--- config.mk ---
export PLATFORM = sky130hd
export DESIGN_NAME = ramb4_s2_porta_arbiter_flat
export DESIGN_NICKNAME = d
export VERILOG_FILES = /design/src/rtl/ramb4_s2_porta_arbiter_if.sv /design/src/rtl/ramb4_s2_porta_arbiter.sv /design/src/flat_wrapper.sv
export SDC_FILE = /design/constraint.sdc
export NUM_CORES = 1
export LEC_CHECK = 0
export ABC_AREA = 1
export ABC_CLOCK_PERIOD_IN_PS = 3250
export CORE_MARGIN = 2
export CORE_UTILIZATION = 33
export CTS_CLUSTER_SIZE = 16
export DETAILED_ROUTE_END_ITERATION = 10
export GPL_TIMING_DRIVEN = 0
export PLACE_DENSITY_LB_ADDON = 0.05
export SLEW_MARGIN = 5
export SYNTH_ARGS = -nofsm -noshare
export SYNTH_HDL_FRONTEND = slang
export SYNTH_SLANG_ARGS = --single-unit
--- constraint.sdc ---
create_clock -name CLKA -period 3.25 [get_ports CLKA]
set_input_delay 0.8125 -clock CLKA [delete_from_list [all_inputs] [get_ports CLKA]]
set_output_delay 0.8125 -clock CLKA [all_outputs]
set_load 0.02 [all_outputs]
--- src/rtl/ramb4_s2_porta_arbiter_if.sv ---
// ---------------------------------------------------------------------------
// ramb4_s2_porta_arbiter_if
//   Requester-side bundle of the port A arbiter.
//   N_REQ must match the N_REQ of the arbiter it is connected to.
//   Signals (slice i belongs to requester i):
//     req    [N_REQ]     request, held while accesses are wanted
//     we     [N_REQ]     write flag (1=write, 0=read), qualified by req
//     addr   [N_REQ*11]  word address, slice i = [11i+10:11i]
//     wdata  [N_REQ*2]   write data,   slice i = [2i+1:2i]
//     gnt    [N_REQ]     one-hot current owner (registered)
//     ack    [N_REQ]     access issued for requester this cycle
//     rvalid [N_REQ]     read data valid, one cycle after a read ack
//     rdata  [2]         read data, meaningful only with rvalid
//     busy               arbiter not idle
//   Modports: master = requester side, slave = arbiter side.
// ---------------------------------------------------------------------------
interface ramb4_s2_porta_arbiter_if #(
  parameter int N_REQ = 4
);
  logic [N_REQ-1:0]    req;
  logic [N_REQ-1:0]    we;
  logic [N_REQ*11-1:0] addr;
  logic [N_REQ*2-1:0]  wdata;
  logic [N_REQ-1:0]    gnt;
  logic [N_REQ-1:0]    ack;
  logic [N_REQ-1:0]    rvalid;
  logic [1:0]          rdata;
  logic                busy;

  modport master (
    output req, we, addr, wdata,
    input  gnt, ack, rvalid, rdata, busy
  );

  modport slave (
    input  req, we, addr, wdata,
    output gnt, ack, rvalid, rdata, busy
  );
endinterface

--- src/rtl/ramb4_s2_porta_arbiter.sv ---
// ---------------------------------------------------------------------------
// ramb4_s2_porta_arbiter
//   Shares port A (2 bits x 2048 words) of a dual-port block RAM between
//   N_REQ requesters. A requester owns the port for a burst of at most
//   MAX_BURST accesses, after which the port returns to IDLE for one cycle
//   and is re-arbitrated. The owner's address, data and write strobe are
//   muxed straight onto the RAM pins; read data comes back one cycle later
//   with a per-requester rvalid pulse.
//
//   Build option: define RR_ARB_EN for round-robin arbitration. Without it
//   the lowest requesting index always wins (fixed priority).
//
//   Ports:
//     CLKA      clock, also drives the RAM port A clock
//     RSTB      synchronous active-high reset (also resets RAM output)
//     bus       requester bundle (slave modport)
//     ram_en    RAM ENA
//     ram_we    RAM WEA
//     ram_rst   RAM RSTA
//     ram_addr  RAM ADDRA
//     ram_din   RAM DIA
//     ram_dout  RAM DOA
// ---------------------------------------------------------------------------
module ramb4_s2_porta_arbiter #(
  parameter int N_REQ     = 4,
  parameter int MAX_BURST = 8
) (
  input  logic                           CLKA,
  input  logic                           RSTB,
  ramb4_s2_porta_arbiter_if.slave        bus,
  output logic                           ram_en,
  output logic                           ram_we,
  output logic                           ram_rst,
  output logic [10:0]                    ram_addr,
  output logic [1:0]                     ram_din,
  input  logic [1:0]                     ram_dout
);

  localparam int BEAT_W = (MAX_BURST < 2) ? 1 : $clog2(MAX_BURST);

  typedef enum logic {
    IDLE   = 1'b0,
    ACTIVE = 1'b1
  } state_t;

  state_t             state_reg;
  logic [N_REQ-1:0]   gnt_reg;
  logic [N_REQ-1:0]   rvalid_reg;
  logic [BEAT_W-1:0]  beat_reg;

  logic               active;
  logic [N_REQ-1:0]   own_req;
  logic               owner_req;
  logic               owner_we;
  logic [N_REQ-1:0]   ack_next;
  logic               last_beat;

  logic [N_REQ-1:0]   win_onehot;
  logic               win_found;

  // -------------------------------------------------------------------------
  // Arbitration
  // -------------------------------------------------------------------------
`ifdef RR_ARB_EN
  localparam int IDX_W = $clog2(N_REQ);
  localparam logic [IDX_W:0] N_SUM = (IDX_W+1)'(N_REQ);

  logic [IDX_W-1:0]   rr_ptr_reg;
  logic [IDX_W-1:0]   win_ofs;
  logic [IDX_W:0]     win_sum;
  logic [IDX_W-1:0]   win_idx;
  logic [IDX_W-1:0]   rr_ptr_next;
  logic [2*N_REQ-1:0] req_dbl;
  logic [N_REQ-1:0]   req_rot;

  // Rotate the request vector so that the pointer position becomes bit 0;
  // the first set bit of the rotated vector is the winner's offset.
  assign req_dbl = {bus.req, bus.req};
  assign req_rot = N_REQ'(req_dbl >> rr_ptr_reg);

  always_comb begin
    win_found = 1'b0;
    win_ofs   = '0;
    for (int j = 0; j < N_REQ; j++) begin
      if (!win_found && req_rot[j]) begin
        win_found = 1'b1;
        win_ofs   = IDX_W'(j);
      end
    end
    win_sum     = {1'b0, rr_ptr_reg} + {1'b0, win_ofs};
    win_idx     = (win_sum >= N_SUM) ? IDX_W'(win_sum - N_SUM) : IDX_W'(win_sum);
    win_onehot  = N_REQ'(1) << win_idx;
    rr_ptr_next = (win_idx == IDX_W'(N_REQ - 1)) ? '0 : win_idx + IDX_W'(1);
  end
`else
  always_comb begin
    win_found  = 1'b0;
    win_onehot = '0;
    for (int j = 0; j < N_REQ; j++) begin
      if (!win_found && bus.req[j]) begin
        win_found     = 1'b1;
        win_onehot[j] = 1'b1;
      end
    end
  end
`endif

  // -------------------------------------------------------------------------
  // Owner mux: gnt_reg is one-hot (or zero), so AND-OR selection suffices.
  // -------------------------------------------------------------------------
  logic [N_REQ-1:0][10:0] addr_term;
  logic [N_REQ-1:0][1:0]  din_term;
  logic [10:0]            addr_mux;
  logic [1:0]             din_mux;

  generate
    for (genvar gi = 0; gi < N_REQ; gi++) begin : g_mux
      assign addr_term[gi] = bus.addr[11*gi +: 11] & {11{gnt_reg[gi]}};
      assign din_term[gi]  = bus.wdata[2*gi +: 2]  & {2{gnt_reg[gi]}};
    end
  endgenerate

  always_comb begin
    addr_mux = '0;
    din_mux  = '0;
    for (int i = 0; i < N_REQ; i++) begin
      addr_mux = addr_mux | addr_term[i];
      din_mux  = din_mux  | din_term[i];
    end
  end

  assign active    = (state_reg == ACTIVE);
  assign own_req   = gnt_reg & bus.req;
  assign owner_req = |own_req;
  assign owner_we  = |(own_req & bus.we);
  assign last_beat = (beat_reg == BEAT_W'(MAX_BURST - 1));

  // Reset suppresses the access so nothing is written and no read is
  // reported for the cycle in which RSTB is high.
  assign ack_next = (active && !RSTB) ? own_req : '0;

  // -------------------------------------------------------------------------
  // RAM pins. During reset the RAM is enabled with RSTA high so its output
  // register clears.
  // -------------------------------------------------------------------------
  assign ram_rst  = RSTB;
  assign ram_en   = RSTB | (active & owner_req);
  assign ram_we   = !RSTB & active & owner_we;
  assign ram_addr = active ? addr_mux : '0;
  assign ram_din  = active ? din_mux  : '0;

  // -------------------------------------------------------------------------
  // FSM
  // -------------------------------------------------------------------------
  always_ff @(posedge CLKA) begin
    if (RSTB) begin
      state_reg  <= IDLE;
      gnt_reg    <= '0;
      rvalid_reg <= '0;
      beat_reg   <= '0;
`ifdef RR_ARB_EN
      rr_ptr_reg <= '0;
`endif
    end else begin
      // The RAM output register returns the word one cycle after a read.
      rvalid_reg <= ack_next & ~bus.we;
      case (state_reg)
        IDLE: begin
          if (win_found) begin
            gnt_reg   <= win_onehot;
            beat_reg  <= '0;
            state_reg <= ACTIVE;
`ifdef RR_ARB_EN
            rr_ptr_reg <= rr_ptr_next;
`endif
          end
        end
        ACTIVE: begin
          if (owner_req) begin
            beat_reg <= beat_reg + BEAT_W'(1);
          end
          // Dropped request and burst limit both end the grant; if they
          // coincide it is still a single transition.
          if (!owner_req || last_beat) begin
            gnt_reg   <= '0;
            state_reg <= IDLE;
          end
        end
        default: begin
          gnt_reg   <= '0;
          state_reg <= IDLE;
        end
      endcase
    end
  end

  assign bus.gnt    = gnt_reg;
  assign bus.ack    = ack_next;
  assign bus.rvalid = rvalid_reg;
  assign bus.rdata  = ram_dout;
  assign bus.busy   = active;

endmodule
--- src/flat_wrapper.sv ---
// flat-port wrapper written by rule: the top's interface ports become plain ports
module ramb4_s2_porta_arbiter_flat 
#(
  parameter int N_REQ     = 4,
  parameter int MAX_BURST = 8
)
  (CLKA, RSTB, ram_en, ram_we, ram_rst, ram_addr, ram_din, ram_dout, bus_req, bus_we, bus_addr, bus_wdata, bus_gnt, bus_ack, bus_rvalid, bus_rdata, bus_busy);
  ramb4_s2_porta_arbiter_if #(.N_REQ(N_REQ)) bus_i ();
  input  logic CLKA;
  input  logic RSTB;
  output logic ram_en;
  output logic ram_we;
  output logic ram_rst;
  output logic [10:0] ram_addr;
  output logic [1:0] ram_din;
  input  logic [1:0] ram_dout;
  input wire logic [$bits(bus_i.req)-1:0] bus_req;
  input wire logic [$bits(bus_i.we)-1:0] bus_we;
  input wire logic [$bits(bus_i.addr)-1:0] bus_addr;
  input wire logic [$bits(bus_i.wdata)-1:0] bus_wdata;
  output wire logic [$bits(bus_i.gnt)-1:0] bus_gnt;
  output wire logic [$bits(bus_i.ack)-1:0] bus_ack;
  output wire logic [$bits(bus_i.rvalid)-1:0] bus_rvalid;
  output wire logic [$bits(bus_i.rdata)-1:0] bus_rdata;
  output wire logic [$bits(bus_i.busy)-1:0] bus_busy;
  assign bus_i.req = bus_req;
  assign bus_i.we = bus_we;
  assign bus_i.addr = bus_addr;
  assign bus_i.wdata = bus_wdata;
  assign bus_gnt = bus_i.gnt;
  assign bus_ack = bus_i.ack;
  assign bus_rvalid = bus_i.rvalid;
  assign bus_rdata = bus_i.rdata;
  assign bus_busy = bus_i.busy;
  ramb4_s2_porta_arbiter #(.N_REQ(N_REQ), .MAX_BURST(MAX_BURST)) u_core (.CLKA(CLKA), .RSTB(RSTB), .bus(bus_i), .ram_en(ram_en), .ram_we(ram_we), .ram_rst(ram_rst), .ram_addr(ram_addr), .ram_din(ram_din), .ram_dout(ram_dout));
endmodule
==> flow_summary_export.csv, run 1 <==
group,metric,value,unit
status,status,"finished clean",
worst_setup_path,reg2reg_from,"u_core.beat_reg[0]",
global_route,grt_max_degree,11,
worst_setup_path,slowest_stage,"clkdlybuf4s50_1",
floorplanning,die-area,3490,um2
timing,maxClockFrequency,328,MHz
placed_design,globalplace.congestion,0.762,
worst_setup_path,required,2.44,ns
global_route,grt_pass1_wl,5720,um
detailed_routing,antenna_left,0,
worst_setup_path,cp.arrival,2.24,ns
timing,tns,0,ns
timing,finalHoldViolations,0,
timing,slew_violations,0,
clock_tree,cts_made_buffers,3,
synthesis,synthMuxAreaShare,0,
synthesis,netlist_instances,153,
timing,clock_skew,0.000179,ns
clock_tree,cts.path.max_buffers,2,
worst_setup_path,crit_path_start_kind,"input port",
clock_tree,clock_sinks,12,
flow_run,maxCapViolations,0,
global_route,antenna_found_initial,0,
timing,tightest_slew,0.304,ns
detailed_routing,dr.pass1.iters,4,
global_route,overflow,0,
floorplanning,rows,19,
worst_setup_path,path_class,"input port to primary output",
synthesis,syn_avg_cell_area,6.55,um2
hold_path,worstHoldStart,"u_core.beat_reg[2]",
worst_setup_path,worstPathMaxFanout,5,
global_route,grt_pass1_vias,1334,
cells_and_area,design_area,1980,um2
synthesis,syn_nets,219,
timing,min_period,3.05,ns
synthesis,ys_seq_elements,12,
worst_setup_path,crit_path_end_kind,"primary output",
synthesis,synth_area,1000,um2
detailed_routing,route.detailed.drc,0,
clock_tree,clockRootBuffer,"clkbuf_4",
synthesis,yosys.area_share.simple,0.416,
global_route,grt_util_all_layers,0.210,
floorplanning,start_util,0.354,
detailed_routing,vias,1398,
cells_and_area,final_common_cell,"clkdlybuf4s50_1",
cells_and_area,drive_gt1_frac,0.126,
detailed_routing,vias_per_cell,5.03,
hold_path,worstHoldPathType,"flip-flop to flip-flop",
timing,whs,0.496,ns
synthesis,yosysSeqAreaShare,0.240,
floorplanning,fp.dieH,59.1,um
floorplanning,core,2830,um2
synthesis,synth_fa_ha_area_frac,0.0250,
clock_tree,htree_levels,1,
clock_tree,cts_setup_buffers,0,
detailed_routing,routed_wl,3710,um
detailed_routing,post_drt_wl_per_cell,13.4,um
clock_tree,path_clk_slew,0.07,ns
placed_design,dp_hpwl,3040,um
clock_tree,cts_tree,"built",
pwr,fin_total_pwr,466,uW
synthesis,ys_types,23,
synthesis,synth_top_family_by_area,"simple AND/OR/NAND/NOR gates",
worst_setup_path,max_stage_delay,0.61,ns
placed_design,placed_area,1950,um2
cells_and_area,diodes,0,
cells_and_area,fin_cells,278,
clock_tree,insertion_delay,0.26,ns
timing,rsz0062_at_grt,"false",
cells_and_area,final_cell_mix,"clkdlybuf4s50_1 (89), nand2_1 (57), a41oi_1 (14), nand3_1 (14), dfxtp_1 (12)",
detailed_routing,first_iter_violations,62,
pwr,power_leakage,0.738,nW
timing,period_share,0.938,
cells_and_area,synthToLayoutAreaGrowth,97.1,%
worst_setup_path,cp_common_cell,"clkdlybuf4s50_1",
worst_setup_path,r2r_setup_slack,2.05,ns
placed_design,dpl.cell_count,275,
synthesis,synth-xor-area-share,0,
worst_setup_path,rr_endpoint,"u_core.bus.gnt[0]",
synthesis,synth-compound-area-share,0.185,
placed_design,numPortBuffers,91,
placed_design,dp_slack,0.00324,ns
floorplanning,io_pins,95,
cells_and_area,fin_nets,315,
hold_path,hold_path_end,"u_core.beat_reg[2]",
hold_path,hold_depth,2,
pwr,powerDensity,236,nW/um2
floorplanning,die_w,59.1,um
synthesis,synth_warnings,0,
timing,relSlewSlack,0.797,
pwr,max-vdd-ir-drop,0.243,mV
worst_setup_path,r2r_cells,7,
worst_setup_path,path_cells,"clkdlybuf4s50_1 -> nand2_4 -> nor2_1 -> clkdlybuf4s50_1",
cells_and_area,finish.utilization,0.698,
timing,worst_slack,0.202,ns
timing,setup_viol,0,
-- cells by family (layout without fill, tap and decap cells) --
kind of cell	after synthesis	count (layout)
AND/OR/NAND/NOR	92	92
AO/OA/AOI/OAI	24	24
buffers and inverters	23	117
flip-flops	12	12
adder cells (fa/ha/maj)	2	2
-- worst max-delay path by stage --
stage / cells past startpoint / end / start
6_report: 4 / bus_ack[2] / bus_req[2]
5_1_grt: 4 / bus_ack[0] / bus_req[0]
4_1_cts: 4 / ram_we / bus_req[2]
3_5_place_dp: 6 / ram_en / bus_req[0]
3_3_place_gp: 6 / ram_en / bus_req[0]
2_1_floorplan: 4 / ram_we / RSTB
-- synth_stat cells --
| master | number | area [um2] |
|---|---|---|
| ha_1 | 2 | 25.0 |
| nand4_2 | 1 | 12.5 |
| o211ai_2 | 1 | 12.5 |
| nor2_1 | 6 | 22.5 |
| buf_4 | 9 | 67.6 |
| dfxtp_1 | 12 | 240 |
| buf_6 | 1 | 11.3 |
| nand2_4 | 3 | 33.8 |
| nand4_1 | 1 | 6.26 |
| inv_2 | 2 | 7.51 |
| nand2_2 | 5 | 31.3 |
| nand2_1 | 57 | 214 |
| clkbuf_4 | 1 | 7.51 |
| o21ai_2 | 1 | 8.76 |
| o22ai_1 | 1 | 6.26 |
| buf_2 | 3 | 15.0 |
| nor3_1 | 4 | 20.0 |
| a41oi_1 | 14 | 123 |
| a21oi_1 | 6 | 30.0 |
| inv_1 | 7 | 26.3 |
| o21ai_1 | 1 | 5.00 |
| nor2_2 | 1 | 6.26 |
| nand3_1 | 14 | 70.1 |
-- layer usage --
layer / vias up / part of all wire / GRT usage
li1: 709 / - / -
met1: 626 / 0.38 / 0.236
met2: 53 / 0.52 / 0.387
met3: 10 / 0.086 / 0.0415
met4: 0 / 0.019 / 0.0779
met5: - / 0 / 0
-- cell type report --
cell class	instances	area [um2]
Buffer	14	101
Clock buffer	3	22.5
Fill cell	244	853
Inverter	9	33.8
Multi-Input combinational cell	118	627
Sequential cell	12	240
Tap cell	31	38.8
Timing Repair Buffer	91	912
-- repair_timing --
item / in CTS / in global routing
gates resized for setup: 1 / 1
hold buffers: 0 / 0
endpoints found under the setup margin: 1 / 1
-- power breakdown --
group	switching, mW	internal (mW)	total (mW)
logic	0.0996	0.123	0.222
clock network	0.0457	0.0428	0.0885
registers	0.00288	0.152	0.155
-- critical path, delay by kind of cell --
kind,cells,cell delay [ns]
AND/OR/NAND/NOR,2,0.21
buffers and inverters,2,1.21
Power figures use the tool's default switching activity.
==> run 2, diff against run 1 <==
--- a/config.mk
+++ b/config.mk
@@ -11,7 +11,6 @@
 export CORE_UTILIZATION = 33
 export CTS_CLUSTER_SIZE = 16
 export DETAILED_ROUTE_END_ITERATION = 10
-export GPL_TIMING_DRIVEN = 0
 export PLACE_DENSITY_LB_ADDON = 0.05
 export SLEW_MARGIN = 5
 export SYNTH_ARGS = -nofsm -noshare
==> run 2 against run 1 <==
Effect of this change: sequential cell count stayed put; wire length is 1.6% higher; final area is 3.5% lower; sequential share of layout area is 0.45 points higher; critical path depth is 1 higher; setup slack worse by 0.086 ns; die area stayed put; highest routed layer unchanged; count of clock-buffer cells in the layout stayed put; via count is 2.6% lower; critical path type unchanged; combinational power is 10% lower; sequential power is 9% higher; largest power group unchanged.
==> flow_summary_export.csv, run 2 (same netlist as run 1, synthesis figures left out) <==
group,metric,value,unit
pwr,intPower,311,uW
timing,whs,0.490,ns
cells_and_area,fin_nets,305,
clock_tree,clock_sinks,12,
clock_tree,cts_tree,"built",
cells_and_area,multi_input_area,627,um2
clock_tree,insertion_delay,0.27,ns
clock_tree,cts.path.max_buffers,2,
status,status,"finished clean",
timing,slew_violations,0,
detailed_routing,routed_wl,3780,um
global_route,grt_pass1_vias,1253,
timing,clock_skew,0.00111,ns
timing,tightest_slew,0.690,ns
timing,maxClockFrequency,319,MHz
clock_tree,clockRootBuffer,"clkbuf_4",
floorplanning,core,2830,um2
clock_tree,cts_made_buffers,3,
timing,relSlewSlack,0.539,
pwr,power_leakage,0.696,nW
cells_and_area,drive_gt1_frac,0.0928,
pwr,switching_share,0.319,
placed_design,dp_hpwl,3000,um
cells_and_area,finish.utilization,0.674,
worst_setup_path,crit_path_end_kind,"primary output",
timing,finalHoldViolations,0,
placed_design,globalplace.congestion,0.791,
global_route,overflow,0,
floorplanning,die_w,59.1,um
detailed_routing,route.detailed.drc,0,
worst_setup_path,path_class,"input port to primary output",
floorplanning,io_pins,95,
global_route,grt_util_all_layers,0.212,
flow_run,maxCapViolations,0,
floorplanning,start_util,0.354,
detailed_routing,dr.pass1.iters,6,
floorplanning,die-area,3490,um2
clock_tree,path_clk_slew,0.06,ns
floorplanning,rows,19,
cells_and_area,register_area,240,um2
pwr,power.switching,146,uW
cells_and_area,nFillCells,243,
timing,period_share,0.964,
global_route,grt_pass1_wl,5700,um
cells_and_area,final_cell_mix,"clkdlybuf4s50_1 (88), nand2_1 (57), a41oi_1 (14), nand3_1 (14), dfxtp_1 (12)",
detailed_routing,vias,1361,
clock_tree,htree_levels,1,
detailed_routing,vias_per_cell,5.08,
timing,rsz0062_at_grt,"false",
pwr,p_seq_frac,0.371,
pwr,fin_total_pwr,456,uW
worst_setup_path,required,2.44,ns
global_route,grt_max_degree,18,
pwr,p_clk_frac,0.194,
pwr,combPwrFrac,0.435,
cells_and_area,final_common_cell,"clkdlybuf4s50_1",
placed_design,numPortBuffers,90,
floorplanning,fp.dieH,59.1,um
detailed_routing,antenna_left,0,
cells_and_area,design_area,1910,um2
detailed_routing,post_drt_wl_per_cell,14.1,um
cells_and_area,diodes,0,
placed_design,placed_area,1880,um2
timing,tns,0,ns
pwr,max-vdd-ir-drop,0.229,mV
global_route,antenna_found_initial,0,
timing,setup_viol,0,
cells_and_area,synthToLayoutAreaGrowth,90.1,%
clock_tree,cts_setup_buffers,0,
timing,min_period,3.13,ns
hold_path,worstHoldPathType,"flip-flop to flip-flop",
pwr,powerDensity,239,nW/um2
worst_setup_path,cp.arrival,2.32,ns
worst_setup_path,worstPathMaxFanout,10,
detailed_routing,first_iter_violations,51,
worst_setup_path,crit_path_start_kind,"input port",
==> run 2: cell types whose count changed in the layout (fill, tap and decap cells not counted), sizes merged <==
cell,previous run,this run
clkbuf,4,3
clkdlybuf4s50,89,88
buf,13,5
dlymetal6s2s,1,2
dlygate4sd2,1,0
==> run 2: worst paths after layout <==
| check | start | to | slack (ns) | cells after the start |
|---|---|---|---|---|
| setup / recovery | RSTB | bus_ack[1] | 0.12 | 5 |
| hold / removal | u_core.beat_reg[1] | u_core.beat_reg[1] | 0.49 | 2 |
| setup reg to reg | u_core.bus.gnt[1] | u_core.bus.gnt[3] | 1.75 | 6 |
| hold reg to reg | u_core.beat_reg[1] | u_core.beat_reg[1] | 0.49 | 2 |
==> run 2: power by group through the flow <==
stage               combinational, mW  clock, mW  sequential, mW
global route                    0.213     0.0981           0.171
CTS                             0.200     0.0921           0.169
finish                          0.199     0.0887           0.169
detailed placement              0.198          0           0.173
floorplan                      0.0909          0           0.164
global placement                0.194          0           0.173
==> run 2: layout make-up <==
cell class,instances,share of cell area
clock buffer,3,0.0118
inverter,9,0.0177
multi-input combinational,118,0.329
sequential,12,0.126
tap,31,0.0204
timing repair buffer,95,0.495
==> run 2: what timing repair did <==
action	in CTS	in global routing
endpoints found under the setup margin	0	2
resized for setup	0	2
endpoints found under the hold margin	0	0
hold buffers	0	0
==> run 2: routing by layer <==
metal / global-route usage / vias to the layer above / routed length (um)
li1: - / 686 / -
met1: 0.243 / 627 / 1510
met2: 0.387 / 44 / 1960
met3: 0.0611 / 4 / 275
met4: 0.0487 / 0 / 21
met5: 0 / - / 0
==> run 2: worst max-delay path: stages <==
cell and delay [ns]:
clkdlybuf4s50_1 0.42, inv_1 0.10, nand2_1 0.20, nor2_1 0.16, clkdlybuf4s50_1 0.63
==> run 2: metrics by stage <==
stage	instances	setup WS (ns)
global placement	265	0.0744
CTS	268	0.0411
global route	268	0.0254
floorplan	153	0.815
detailed placement	265	0.0478
finish	268	0.116
==> patch (flow settings as in run 1) <==
Reset style: asynchronous (`RSTB`), changed in one clocked block. Comments in the files are not updated.
--- a/src/rtl/ramb4_s2_porta_arbiter.sv
+++ b/src/rtl/ramb4_s2_porta_arbiter.sv
@@ -153,5 +153,5 @@
   // FSM
   // -------------------------------------------------------------------------
-  always_ff @(posedge CLKA) begin
+  always_ff @(posedge CLKA or posedge RSTB) begin
     if (RSTB) begin
       state_reg  <= IDLE;
Behaviour: differs if RSTB is asserted again (counterexample within 4 cycles, from zero or initial values and one cycle with RSTB high); with RSTB held inactive, the same outputs for 10 cycles.
==> patch against run 1 <==
Worst setup slack got worse by 0.13 ns. Area after synthesis increased by 11%. Count of clock-buffer cells in the layout increased by 1. Sequential cell count unchanged. Design area increased by 8.6%. Sequential share of layout area increased by 1.8 points. Highest routed layer unchanged. Routed wire length increased by 8.0%. Via count decreased by 0.50%.
Power is not compared: it rests on default switching activity, and its combinational part moved more than twofold at a synthesized area within 25%.
==> patch: results <==
set metrics [dict create \
    num-nonclk-inverters 6 \
    clockNetworkAreaShare_pct 1.69 \
    finalNonFillerCells 288 \
    layout-drive-gt1-share_pct 17.4 \
    nonClockBufferCount 106 \
    hold_start "u_core.beat_reg[0]" \
    r2r_cells 6 \
    synth_cell_type_count 20 \
    seq_area_share_pct 14.0 \
    place_inst 282 \
    timing_worst_slew_pin_value_ns 0.335 \
    via_per_inst 4.83 \
    dp_hpwl_um 3190 \
    clock_latency_ns 0.28 \
    crit_path_start "bus_req[1]" \
    crit_arrival_ns 2.36 \
    drt_iter0_drc 34 \
    status "finished clean" \
    syn_nets 210 \
    finalClockSkew_ns 0.0116 \
    post_drt_wl_per_cell_um 13.9 \
    cp-endpoint "ram_we" \
    clkbuf_count 4 \
    grt_pass1_vias 1308 \
    holdWs_ns 0.504 \
    reg2reg_slack_ns 2.01 \
    synthFlopType "dfrtp_1" \
    synth_area_leaders "dfrtp_1 27%, nand2_1 20%, a41oi_2 13%, nand3_1 5.4%, buf_6 4.1%" \
    worst_hold_path.num_cells 1 \
    grt_use_total_pct 20.5 \
    multi_input_cells 114 \
    grt_pass1_wl_um 5850 \
    synth-async-reset-ratio_pct 100 \
    nets 309 \
    min_to "u_core.beat_reg[0]" \
    io_buffers 92 \
    r2r-start "u_core.bus.gnt[2]" \
    netlist_top_cells_count "59 x nand2_1, 12 x dfrtp_1, 12 x nand3_1" \
    buf_share_pct 48.1 \
    place_area_um2 2090 \
    timing.rr.end "u_core.beat_reg[0]" \
    postSynthCellCount 144 \
    multi_input_area_share_pct 32.2 \
    place_worst_setup_slack_ns -0.319 \
]
==> patch: repair_timing <==
item                       in CTS  in global routing
cloned                          0                  0
setup buffers                   2                  0
setup endpoints to repair       6                  1
pin swaps                       0                  0
resized for setup               2                  1
==> patch: critical path, cell delays in order <==
cell and delay (ns):
clkdlybuf4s50_1 0.61, nand3_1 0.11, a41oi_1 0.19, clkdlybuf4s50_1 0.63
==> patch: layer usage <==
metal	track usage [%]	vias up	share of wire [%]
met1	23.1	655	37
li1	-	685	-
met5	0	-	0
met2	37.4	47	53
met3	5.38	4	9.1
met4	6.38	0	0.95
==> patch: cells by family after synthesis <==
group / count (synthesis) / synth area share, %
flip-flops: 12 / 27.0
AO/OA/AOI/OAI: 21 / 22.6
adder cells (fa/ha/maj): 2 / 2.25
AND/OR/NAND/NOR: 91 / 37.3
buffers and inverters: 18 / 10.8
==> patch: power by group <==
part,internal (mW),switching (mW)
logic,0.386,0.445
registers,0.182,0.0349
clock network,0.0681,0.0534
